===== src/rtl/shift_reg_ctrl_pkg.sv =====
// shift_reg_ctrl_pkg: shared state type, state encodings and default sizing
// for the shift-register controller.
// Optional feature macro: SHIFT_REG_CTRL_PARITY_EN adds the PARITY state.
package shift_reg_ctrl_pkg;

  localparam int DEFAULT_SHIFT_WIDTH = 8;
  localparam int DEFAULT_GAP_CYCLES  = 1;

  localparam logic [2:0] ST_IDLE   = 3'd0;
  localparam logic [2:0] ST_LOAD   = 3'd1;
  localparam logic [2:0] ST_SHIFT  = 3'd2;
  localparam logic [2:0] ST_PARITY = 3'd3;
  localparam logic [2:0] ST_GAP    = 3'd4;

  typedef enum logic [2:0] {
    IDLE   = ST_IDLE,
    LOAD   = ST_LOAD,
    SHIFT  = ST_SHIFT,
`ifdef SHIFT_REG_CTRL_PARITY_EN
    PARITY = ST_PARITY,
`endif
    GAP    = ST_GAP
  } state_t;

endpackage


===== src/rtl/shift_reg_ctrl_if.sv =====
// shift_reg_ctrl_if: valid/ready word-input handshake of the controller.
// The master side offers words; the controller is the slave.
// Optional feature macro: SHIFT_REG_CTRL_PARITY_EN (no effect on this file).
interface shift_reg_ctrl_if #(
  parameter int SHIFT_WIDTH = shift_reg_ctrl_pkg::DEFAULT_SHIFT_WIDTH
);

  logic                   in_valid;
  logic                   in_ready;
  logic [SHIFT_WIDTH-1:0] in_data;

  modport master (
    output in_valid,
    output in_data,
    input  in_ready
  );

  modport slave (
    input  in_valid,
    input  in_data,
    output in_ready
  );

endinterface


===== src/rtl/shift_bit_counter.sv =====
// shift_bit_counter: counts serialized bits 0..COUNT_MAX-1 and flags the last
// one. It saturates at the terminal count instead of wrapping.
// Optional feature macro: SHIFT_REG_CTRL_PARITY_EN (no effect on this file).
module shift_bit_counter #(
  parameter int COUNT_MAX = 8,
  localparam int CW = (COUNT_MAX > 1) ? $clog2(COUNT_MAX) : 1
) (
  input  logic clock,
  input  logic aclr_n,
  input  logic clear,
  input  logic inc,
  output logic tc
);

  localparam logic [CW-1:0] LAST = CW'(COUNT_MAX - 1);

  logic [CW-1:0] count_reg;

  // Clear has priority; increment stops at the last bit so no wrap occurs.
  always_ff @(posedge clock or negedge aclr_n) begin
    if (!aclr_n) begin
      count_reg <= '0;
    end else if (clear) begin
      count_reg <= '0;
    end else if (inc && !tc) begin
      count_reg <= count_reg + 1'b1;
    end
  end

  assign tc = (count_reg == LAST);

endmodule


===== src/rtl/shift_reg_ctrl.sv =====
// shift_reg_ctrl: accepts parallel words and sequences an external
// left-shifting register so the word leaves MSB first on ser_out, followed
// by a clear gap. Define SHIFT_REG_CTRL_PARITY_EN to append an even-parity bit.
module shift_reg_ctrl
  import shift_reg_ctrl_pkg::*;
#(
  parameter int SHIFT_WIDTH = DEFAULT_SHIFT_WIDTH,
  parameter int GAP_CYCLES  = DEFAULT_GAP_CYCLES
) (
  input  logic                   clock,
  input  logic                   aclr_n,
  shift_reg_ctrl_if.slave        bus,
  input  logic                   abort,
  output logic                   sr_load,
  output logic                   sr_enable,
  output logic                   sr_sclr,
  output logic                   sr_sset,
  output logic                   sr_shiftin,
  output logic [SHIFT_WIDTH-1:0] sr_data,
  input  logic                   sr_shiftout,
  output logic                   ser_out,
  output logic                   ser_valid,
  output logic                   frame_done,
  output logic                   busy
);

  localparam logic [3:0] GAP_LAST = 4'(GAP_CYCLES - 1);

  state_t                 state_reg;
  state_t                 state_next;
  logic [SHIFT_WIDTH-1:0] sr_data_reg;
  logic [3:0]             gap_cnt_reg;
  logic                   aborted_reg;
  logic                   bit_tc;
  logic                   transfer;
  logic                   gap_last;
  logic                   gap_entry;
`ifdef SHIFT_REG_CTRL_PARITY_EN
  logic                   parity_reg;
`endif

  assign bus.in_ready = (state_reg == IDLE) && !abort;
  assign transfer     = bus.in_valid && bus.in_ready;
  assign gap_last     = (gap_cnt_reg == GAP_LAST);
  assign gap_entry    = (state_reg != GAP) && (state_next == GAP);

  shift_bit_counter #(
    .COUNT_MAX (SHIFT_WIDTH)
  ) u_bit_counter (
    .clock  (clock),
    .aclr_n (aclr_n),
    .clear  (state_reg != SHIFT),
    .inc    (state_reg == SHIFT),
    .tc     (bit_tc)
  );

  // State register.
  always_ff @(posedge clock or negedge aclr_n) begin
    if (!aclr_n) begin
      state_reg <= IDLE;
    end else begin
      state_reg <= state_next;
    end
  end

  // Next-state logic: abort cuts any active frame short into the gap.
  always_comb begin
    state_next = state_reg;
    case (state_reg)
      IDLE:   if (transfer) state_next = LOAD;
      LOAD:   state_next = abort ? GAP : SHIFT;
      SHIFT: begin
        if (abort) begin
          state_next = GAP;
        end else if (bit_tc) begin
`ifdef SHIFT_REG_CTRL_PARITY_EN
          state_next = PARITY;
`else
          state_next = GAP;
`endif
        end
      end
`ifdef SHIFT_REG_CTRL_PARITY_EN
      PARITY: state_next = GAP;
`endif
      GAP:    if (gap_last) state_next = IDLE;
      default: state_next = IDLE;
    endcase
  end

  // Register-control and serial outputs decoded from the current state.
  always_comb begin
    sr_load   = 1'b0;
    sr_enable = 1'b0;
    sr_sclr   = 1'b0;
    ser_out   = 1'b0;
    ser_valid = 1'b0;
    case (state_reg)
      LOAD: begin
        sr_load   = 1'b1;
        sr_enable = 1'b1;
      end
      SHIFT: begin
        sr_enable = 1'b1;
        ser_out   = sr_shiftout;
        ser_valid = 1'b1;
      end
`ifdef SHIFT_REG_CTRL_PARITY_EN
      PARITY: begin
        ser_out   = parity_reg;
        ser_valid = 1'b1;
      end
`endif
      GAP: begin
        sr_sclr   = 1'b1;
        sr_enable = 1'b1;
      end
      default: ;
    endcase
  end

  // Word capture on the transfer edge only; held for the whole frame.
  always_ff @(posedge clock or negedge aclr_n) begin
    if (!aclr_n) begin
      sr_data_reg <= '0;
    end else if (transfer) begin
      sr_data_reg <= bus.in_data;
    end
  end

  // Gap length counter plus a flag remembering whether this gap follows an abort.
  always_ff @(posedge clock or negedge aclr_n) begin
    if (!aclr_n) begin
      gap_cnt_reg <= '0;
      aborted_reg <= 1'b0;
    end else begin
      gap_cnt_reg <= (state_reg == GAP) ? gap_cnt_reg + 4'd1 : 4'd0;
      if (gap_entry) begin
        aborted_reg <= abort;
      end
    end
  end

`ifdef SHIFT_REG_CTRL_PARITY_EN
  // Even parity over the bits actually sent during SHIFT.
  always_ff @(posedge clock or negedge aclr_n) begin
    if (!aclr_n) begin
      parity_reg <= 1'b0;
    end else if (state_reg == LOAD) begin
      parity_reg <= 1'b0;
    end else if (state_reg == SHIFT) begin
      parity_reg <= parity_reg ^ sr_shiftout;
    end
  end
`endif

  assign frame_done = (state_reg == GAP) && (gap_cnt_reg == 4'd0) && !aborted_reg;
  assign busy       = (state_reg != IDLE);
  assign sr_data    = sr_data_reg;
  assign sr_sset    = 1'b0;
  assign sr_shiftin = 1'b0;

endmodule


===== src/flat_wrapper.sv =====
// flat-port wrapper written by rule: the top's interface ports become plain ports
module shift_reg_ctrl_flat import shift_reg_ctrl_pkg::*;
#(
  parameter int SHIFT_WIDTH = DEFAULT_SHIFT_WIDTH,
  parameter int GAP_CYCLES  = DEFAULT_GAP_CYCLES
)
  (clock, aclr_n, abort, sr_load, sr_enable, sr_sclr, sr_sset, sr_shiftin, sr_data, sr_shiftout, ser_out, ser_valid, frame_done, busy, bus_in_valid, bus_in_data, bus_in_ready);
  shift_reg_ctrl_if #(.SHIFT_WIDTH(SHIFT_WIDTH)) bus_i ();
  input  logic clock;
  input  logic aclr_n;
  input  logic abort;
  output logic sr_load;
  output logic sr_enable;
  output logic sr_sclr;
  output logic sr_sset;
  output logic sr_shiftin;
  output logic [SHIFT_WIDTH-1:0] sr_data;
  input  logic sr_shiftout;
  output logic ser_out;
  output logic ser_valid;
  output logic frame_done;
  output logic busy;
  input wire logic [$bits(bus_i.in_valid)-1:0] bus_in_valid;
  input wire logic [$bits(bus_i.in_data)-1:0] bus_in_data;
  output wire logic [$bits(bus_i.in_ready)-1:0] bus_in_ready;
  assign bus_i.in_valid = bus_in_valid;
  assign bus_i.in_data = bus_in_data;
  assign bus_in_ready = bus_i.in_ready;
  shift_reg_ctrl #(.SHIFT_WIDTH(SHIFT_WIDTH), .GAP_CYCLES(GAP_CYCLES)) u_core (.clock(clock), .aclr_n(aclr_n), .bus(bus_i), .abort(abort), .sr_load(sr_load), .sr_enable(sr_enable), .sr_sclr(sr_sclr), .sr_sset(sr_sset), .sr_shiftin(sr_shiftin), .sr_data(sr_data), .sr_shiftout(sr_shiftout), .ser_out(ser_out), .ser_valid(ser_valid), .frame_done(frame_done), .busy(busy));
endmodule

===== config.mk =====
export PLATFORM = sky130hd
export DESIGN_NAME = shift_reg_ctrl_flat
export DESIGN_NICKNAME = d
export VERILOG_FILES = /design/src/rtl/shift_reg_ctrl_pkg.sv /design/src/rtl/shift_reg_ctrl_if.sv /design/src/rtl/shift_bit_counter.sv /design/src/rtl/shift_reg_ctrl.sv /design/src/flat_wrapper.sv
export SDC_FILE = /design/constraint.sdc
export NUM_CORES = 1
export LEC_CHECK = 0
export CAP_MARGIN = 20
export CORE_MARGIN = 4
export CORE_UTILIZATION = 30
export CTS_CLUSTER_DIAMETER = 120
export DETAILED_ROUTE_END_ITERATION = 12
export PLACE_DENSITY_LB_ADDON = 0.25
export SYNTH_ARGS = -nofsm -noshare
export SYNTH_HDL_FRONTEND = slang
export SYNTH_HIERARCHICAL = 1
export SYNTH_SLANG_ARGS = --single-unit

===== constraint.sdc =====
create_clock -name clock -period 1.95 [get_ports clock]
set_input_delay 0.195 -clock clock [delete_from_list [all_inputs] [get_ports clock]]
set_output_delay 0.195 -clock clock [all_outputs]
set_load 0.01 [all_outputs]

==> flow_summary_export.csv, run 1 <==
group,metric,value,unit
outcome,outcome,"completed",
yosys,synth.avg_cell_area,12.1,um2
finish,final_util,45.0,%
worst_setup_path,crit_family,"buffers and inverters",
timing,max_freq,532,MHz
worst_hold_path,min_path_type,"in2async",
cts,clock_sinks,19,
yosys,synth_area,952,um2
drt,drt-initial-drc-count,29,
cts,clkLatencyLatePin,300,ps
yosys,synth_area_leaders,"dfrtp_1, mux2_2, ha_1",
timing,rsz0062_at_grt,"true",
yosys,synthArstFlopShare,100,%
global_route,grt_start_max_net_pins,20,
yosys,yosys.area.top_type,"dfrtp_1",
worst_setup_path,worstPathCellList,"nor3b_2 > and2_1 > clkdlybuf4s50_1",
drt,drt-pass1-iter-count,2,
floorplan,die_height,64.3,um
drt,wire_per_inst,11.9,um
cts,clockBufferDepth,2,
yosys,synth-seq-cells,19,
worst_setup_path,crit_path_max_fanout,6,
global_route,grtUsageTotal,10.1,%
global_route,overflow,0,
drt,route.detailed.drc,0,
worst_setup_path,cp_data_required_time,1750,ps
cts,cts_buffers,3,
worst_setup_path,cp_slowest_stage_delay,530,ps
yosys,yosysWarningCount,6,
floorplan,dieArea,0.00414,mm2
pwr,p_per_area,796,mW/mm2
finish,diodes,0,
finish,final_cell_area,0.00137,mm2
placement,dpl_cell_area,0.00130,mm2
timing,fin_crit_sh,96.4,%
yosys,synth_top_area_share,49.9,%
cts,cts-root-buf,"clkbuf_4",
yosys,ys.flop_type,"dfrtp_1",
timing,skew,11.3,ps
global_route,grt_pass1_vias,704,
floorplan,initial_core_util,31.2,%
worst_setup_path,crit_arrival,1690,ps
yosys,synthesis.instances,79,
worst_setup_path,slowest_stage,"clkdlybuf4s50_1",
placement,hpwl,1420,um
job,maxCapViolCount,0,
timing,final_hold_viol_count,0,
cts,cts-htree-levels,1,
drt,ant_nets,0,
worst_setup_path,critPathBufInv,1,
yosys,yosysSeqAreaShare,49.9,%
floorplan,fp-row-count,20,
yosys,synth_common_cells,"dfrtp_1, mux2_2, inv_1, nor2_1, ha_1",
floorplan,core_area,0.00305,mm2
worst_setup_path,end_kind,"output port",
timing,period_minus_slack,1880,ps
floorplan,ioPinCount,31,
floorplan,die_w,64.3,um
yosys,synth_edf_count,0,
drt,wl,1920,um
worst_setup_path,startpoint_type,"flop",
global_route,grt_pass1_wl,3260,um
drt,num_vias,705,
finish,largest_reg_flops,8,
cts,tritoncts,"yes",
finish,nets,135,
yosys,yosys.cell_count.top_type,"dfrtp_1",
finish,layout-drive-gt1-share,27.4,%
finish,area.growth.synth_to_final,44.3,%
pwr,ir_drop,0.432,mV
placement,io_buffer_count,28,
finish,fillers,323,
placement,gp_congestion,0.738,
yosys,synthDistinctLibCells,33,
worst_setup_path,worstSetupPathType,"reg2out",
drt,vias_per_cell,4.38,
timing,slew_viol_final,0,
cts,clkTransAtPathRegs,120,ps
timing,final-setup-viol-count,0,
pwr,p_leak,0.661,nW
global_route,antenna_found_initial,0,
cell families after synthesis:
| kind of cell | Yosys count | share of synthesized area, % |
|---|---|---|
| AOI/OAI and AO/OA | 9 | 6.31 |
| xor gates and xnor gates | 2 | 1.84 |
| adders and majority gates | 4 | 5.26 |
| buffers and inverters | 9 | 5.12 |
| DFF | 19 | 49.9 |
| muxes | 9 | 11.0 |
| other | 1 | 0.394 |
| and+or+nand+nor | 26 | 20.1 |
where the power goes:
group	internal (W)	total [W]	leakage, nW	switching [W]
clock network	0.0000763	0.000201	0.0177	0.000125
logic	0.000241	0.000381	0.403	0.000140
registers	0.000462	0.000511	0.240	0.0000492
cell usage in the layout, fill, tap and decap left out, types with 3 or more instances in the layout:
cell type,count
buf_4,7
clkbuf_4,3
clkdlybuf4s50_1,23
dfrtp_1,16
dfrtp_2,3
dlymetal6s2s_1,3
ha_1,4
inv_1,6
mux2_2,8
nor2_1,6
nor2b_1,3
nor3b_2,4
stage by stage:
stage	hold slack [ps]	instances	total power (W)	setup WS, ps	setup TNS, ps
CTS	220	159	0.00111	8.36	0
finish	219	161	0.00109	69.8	0
global placement	463	154	0.000891	195	0
detailed placement	474	154	0.000897	156	0
global route	215	161	0.00117	-23.9	-23.9
floorplan	-101	80	0.000683	350	0
layer usage:
| metal | GRT usage [%] | vias up | part of all wire, % |
|---|---|---|---|
| li1 | - | 341 | - |
| met5 | 0 | - | 0 |
| met3 | 5.10 | 2 | 8.7 |
| met2 | 16.4 | 24 | 50 |
| met4 | 3.17 | 0 | 0.52 |
| met1 | 11.6 | 338 | 41 |
layout make-up:
class	instances	area [um2]	share of cell area, %
Clock buffer	3	22.5	1.64
Inverter	6	22.5	1.64
Sequential cell	19	479	34.9
Clock inverter	1	5.00	0.364
Multi-Input combinational cell	52	447	32.5
Tap cell	44	55.1	4.01
Timing Repair Buffer	36	343	25.0
what timing repair did:
action                                  CTS  global route
hold buffers                              0             0
gates cloned                              0             0
gates resized for setup                   8             3
buffers inserted                          1             2
hold endpoints to repair                  0             0
endpoints found under the setup margin    5             4
path summary, 6_finish.rpt:
kind / from / to / slack, ps / cells after the start
worst min register to register: u_core/gap_cnt_reg[0]$_DFF_PN0_ / u_core/gap_cnt_reg[0]$_DFF_PN0_ / 480 / 1
min in group clock: u_core/gap_cnt_reg[0]$_DFF_PN0_ / u_core/gap_cnt_reg[0]$_DFF_PN0_ / 480 / 1
worst max register to register: u_core/u_bit_counter/count_reg[0]$_DFFE_PN0P_ / u_core/state_reg[2]$_DFF_PN0_ / 380 / 5
worst max-delay path: u_core/state_reg[2]$_DFF_PN0_ / ser_out / 70 / 3
worst min-delay path: aclr_n / u_core/u_bit_counter/count_reg[2]$_DFFE_PN0P_ / 220 / 2
max in group asynchronous: aclr_n / u_core/state_reg[1]$_DFF_PN0_ / 1500 / 2
Note: power is estimated with default switching activity, not from simulation.
==> inputs of run 2 (changes only) <==
--- a/config.mk
+++ b/config.mk
@@ -6,6 +6,7 @@
 export NUM_CORES = 1
 export LEC_CHECK = 0
 export CAP_MARGIN = 20
+export CORE_ASPECT_RATIO = 1.4
 export CORE_MARGIN = 4
 export CORE_UTILIZATION = 30
 export CTS_CLUSTER_DIAMETER = 120
==> constraint.sdc (replaced) <==
create_clock -name clock -period 1.6 [get_ports clock]
set_input_delay 0.16 -clock clock [delete_from_list [all_inputs] [get_ports clock]]
set_output_delay 0.16 -clock clock [all_outputs]
set_load 0.01 [all_outputs]
==> run 2 against run 1 <==
  * Clock skew is 7.4 ps lower
  * Global-route usage is 0.92 points higher
  * Utilization is 2.8 points higher
  * Largest power group unchanged
  * Clock power is 59% higher
  * Register-to-register slack worse by 300 ps
==> flow_summary_export.csv, run 2 (synthesized netlist as in run 1, its figures left out) <==
group,metric,value,unit
outcome,outcome,"completed",
worst_hold_path,min_path_type,"in2async",
global_route,antenna_found_initial,0,
drt,drt-pass1-iter-count,4,
worst_setup_path,end_kind,"output port",
worst_setup_path,cp_data_required_time,1440,ps
floorplan,fp-row-count,23,
job,maxCapViolCount,0,
finish,final_cell_mix,"clkdlybuf4s50_1, dfrtp_1, buf_4, mux2_2, inv_1",
drt,num_vias,726,
pwr,ir_drop,0.616,mV
pwr,p_per_area,1010,mW/mm2
timing,period_minus_slack,1530,ps
worst_setup_path,startpoint_type,"flop",
finish,largest_reg_flops,8,
global_route,overflow,0,
global_route,grt_pass1_vias,832,
floorplan,dieArea,0.00415,mm2
global_route,grt_pass1_wl,3590,um
cts,tritoncts,"yes",
cts,clockBufferDepth,2,
worst_setup_path,crit_arrival,1370,ps
timing,skew,3.96,ps
finish,area.growth.synth_to_final,48.8,%
floorplan,die_height,74.7,um
finish,final_util,47.8,%
placement,io_buffer_count,28,
worst_setup_path,reg2reg_slack,80,ps
worst_setup_path,ff2ff_path_depth,5,
drt,drt-initial-drc-count,10,
pwr,power,0.00142,W
finish,final_common_cell,"clkdlybuf4s50_1",
worst_setup_path,cp-startpoint,"u_core/state_reg[1]$_DFF_PN0_",
drt,route.detailed.drc,0,
finish,fillers,267,
cts,clkLatencyLatePin,250,ps
timing,fin_ws,70.1,ps
cts,clkTransAtPathRegs,70,ps
timing,final-setup-viol-count,0,
timing,fin_crit_sh,95.6,%
worst_setup_path,worstSetupPathType,"reg2out",
timing,final_hold_viol_count,0,
finish,nets,141,
worst_setup_path,crit_path_max_fanout,4,
finish,diodes,0,
drt,wire_per_inst,12.9,um
worst_setup_path,crit-reg2reg-launch,"u_core/state_reg[0]$_DFF_PN0_",
finish,layout-drive-gt1-share,33.3,%
timing,max_freq,654,MHz
placement,place_ws,-188,ps
cts,cts-root-buf,"clkbuf_8",
floorplan,core_area,0.00296,mm2
global_route,grtUsageTotal,11.1,%
cts,clock_sinks,19,
drt,vias_per_cell,4.54,
floorplan,die_w,55.6,um
timing,slew_viol_final,0,
cts,cts_buffers,3,
floorplan,ioPinCount,31,
drt,ant_nets,0,
cts,cts-htree-levels,1,
worst_setup_path,rr_endpoint,"u_core/u_bit_counter/count_reg[0]$_DFFE_PN0P_",
floorplan,initial_core_util,32.1,%
global_route,grt_start_max_net_pins,20,
placement,gp_congestion,0.652,
cts,ctsHoldBuffers,0,
drt,wl,2070,um
pwr,p_leak,0.665,nW
placement,hpwl,1560,um
run 2: layout make-up:
cell class | count | area, um2 | share of cell area, %
clock buffer | 4 | 45.0 | 3.18
tap | 37 | 46.3 | 3.27
multi-input combinational | 52 | 464 | 32.8
inverter | 6 | 22.5 | 1.59
sequential | 19 | 477 | 33.7
timing repair buffer | 42 | 362 | 25.5
run 2: per-stage QoR:
step | hold slack [ps] | TNS, ps | cell area, um2 | std cells
floorplan | -136 | 0 | 962 | 80
global placement | 491 | -67.0 | 1360 | 155
detailed placement | 497 | -208 | 1360 | 155
CTS | 255 | -14.0 | 1410 | 159
global route | 276 | -4.00 | 1420 | 160
finish | 246 | 0 | 1420 | 160
run 2: worst max-delay path, cell delays in order (launching register included):
cell and delay (ps):
dfrtp_1 410, buf_4 160, nor4_4 250, dlygate4sd2_1 300
run 2: worst max path at each step:
stage / endpoint / depth (start not counted)
floorplan: u_core/u_bit_counter/count_reg[0]$_DFFE_PN0P_ / 4
global placement: frame_done / 5
detailed placement: frame_done / 5
CTS: busy / 3
global route: frame_done / 5
finish: bus_in_ready / 3
run 2: metal layers:
metal	global-route usage [%]	up-vias	wire, um
met5	0	-	0
met3	2.57	2	119
met1	10.6	345	815
met2	21.2	21	1100
li1	-	358	-
met4	7.30	0	34
run 2: power by group:
group / internal, W / total (W) / switching (W) / leakage (nW)
sequential: 0.000563 / 0.000616 / 0.0000533 / 0.243
clock: 0.000177 / 0.000320 / 0.000144 / 0.0228
combinational: 0.000302 / 0.000488 / 0.000187 / 0.400
run 2: what timing repair did:
item                       4_1_cts  5_1_grt
gates resized for setup         17        8
setup endpoints to repair        8        6
buffers inserted                 0        1
==> inputs of run 3 (changes only) <==
--- a/config.mk
+++ b/config.mk
@@ -5,7 +5,7 @@
 export SDC_FILE = /design/constraint.sdc
 export NUM_CORES = 1
 export LEC_CHECK = 0
-export CAP_MARGIN = 20
+export CAP_MARGIN = 40
 export CORE_ASPECT_RATIO = 1.4
 export CORE_MARGIN = 4
 export CORE_UTILIZATION = 30
==> results of run 3 <==
Same layout as run 2: the final DEF is identical, and so are final timing and power.
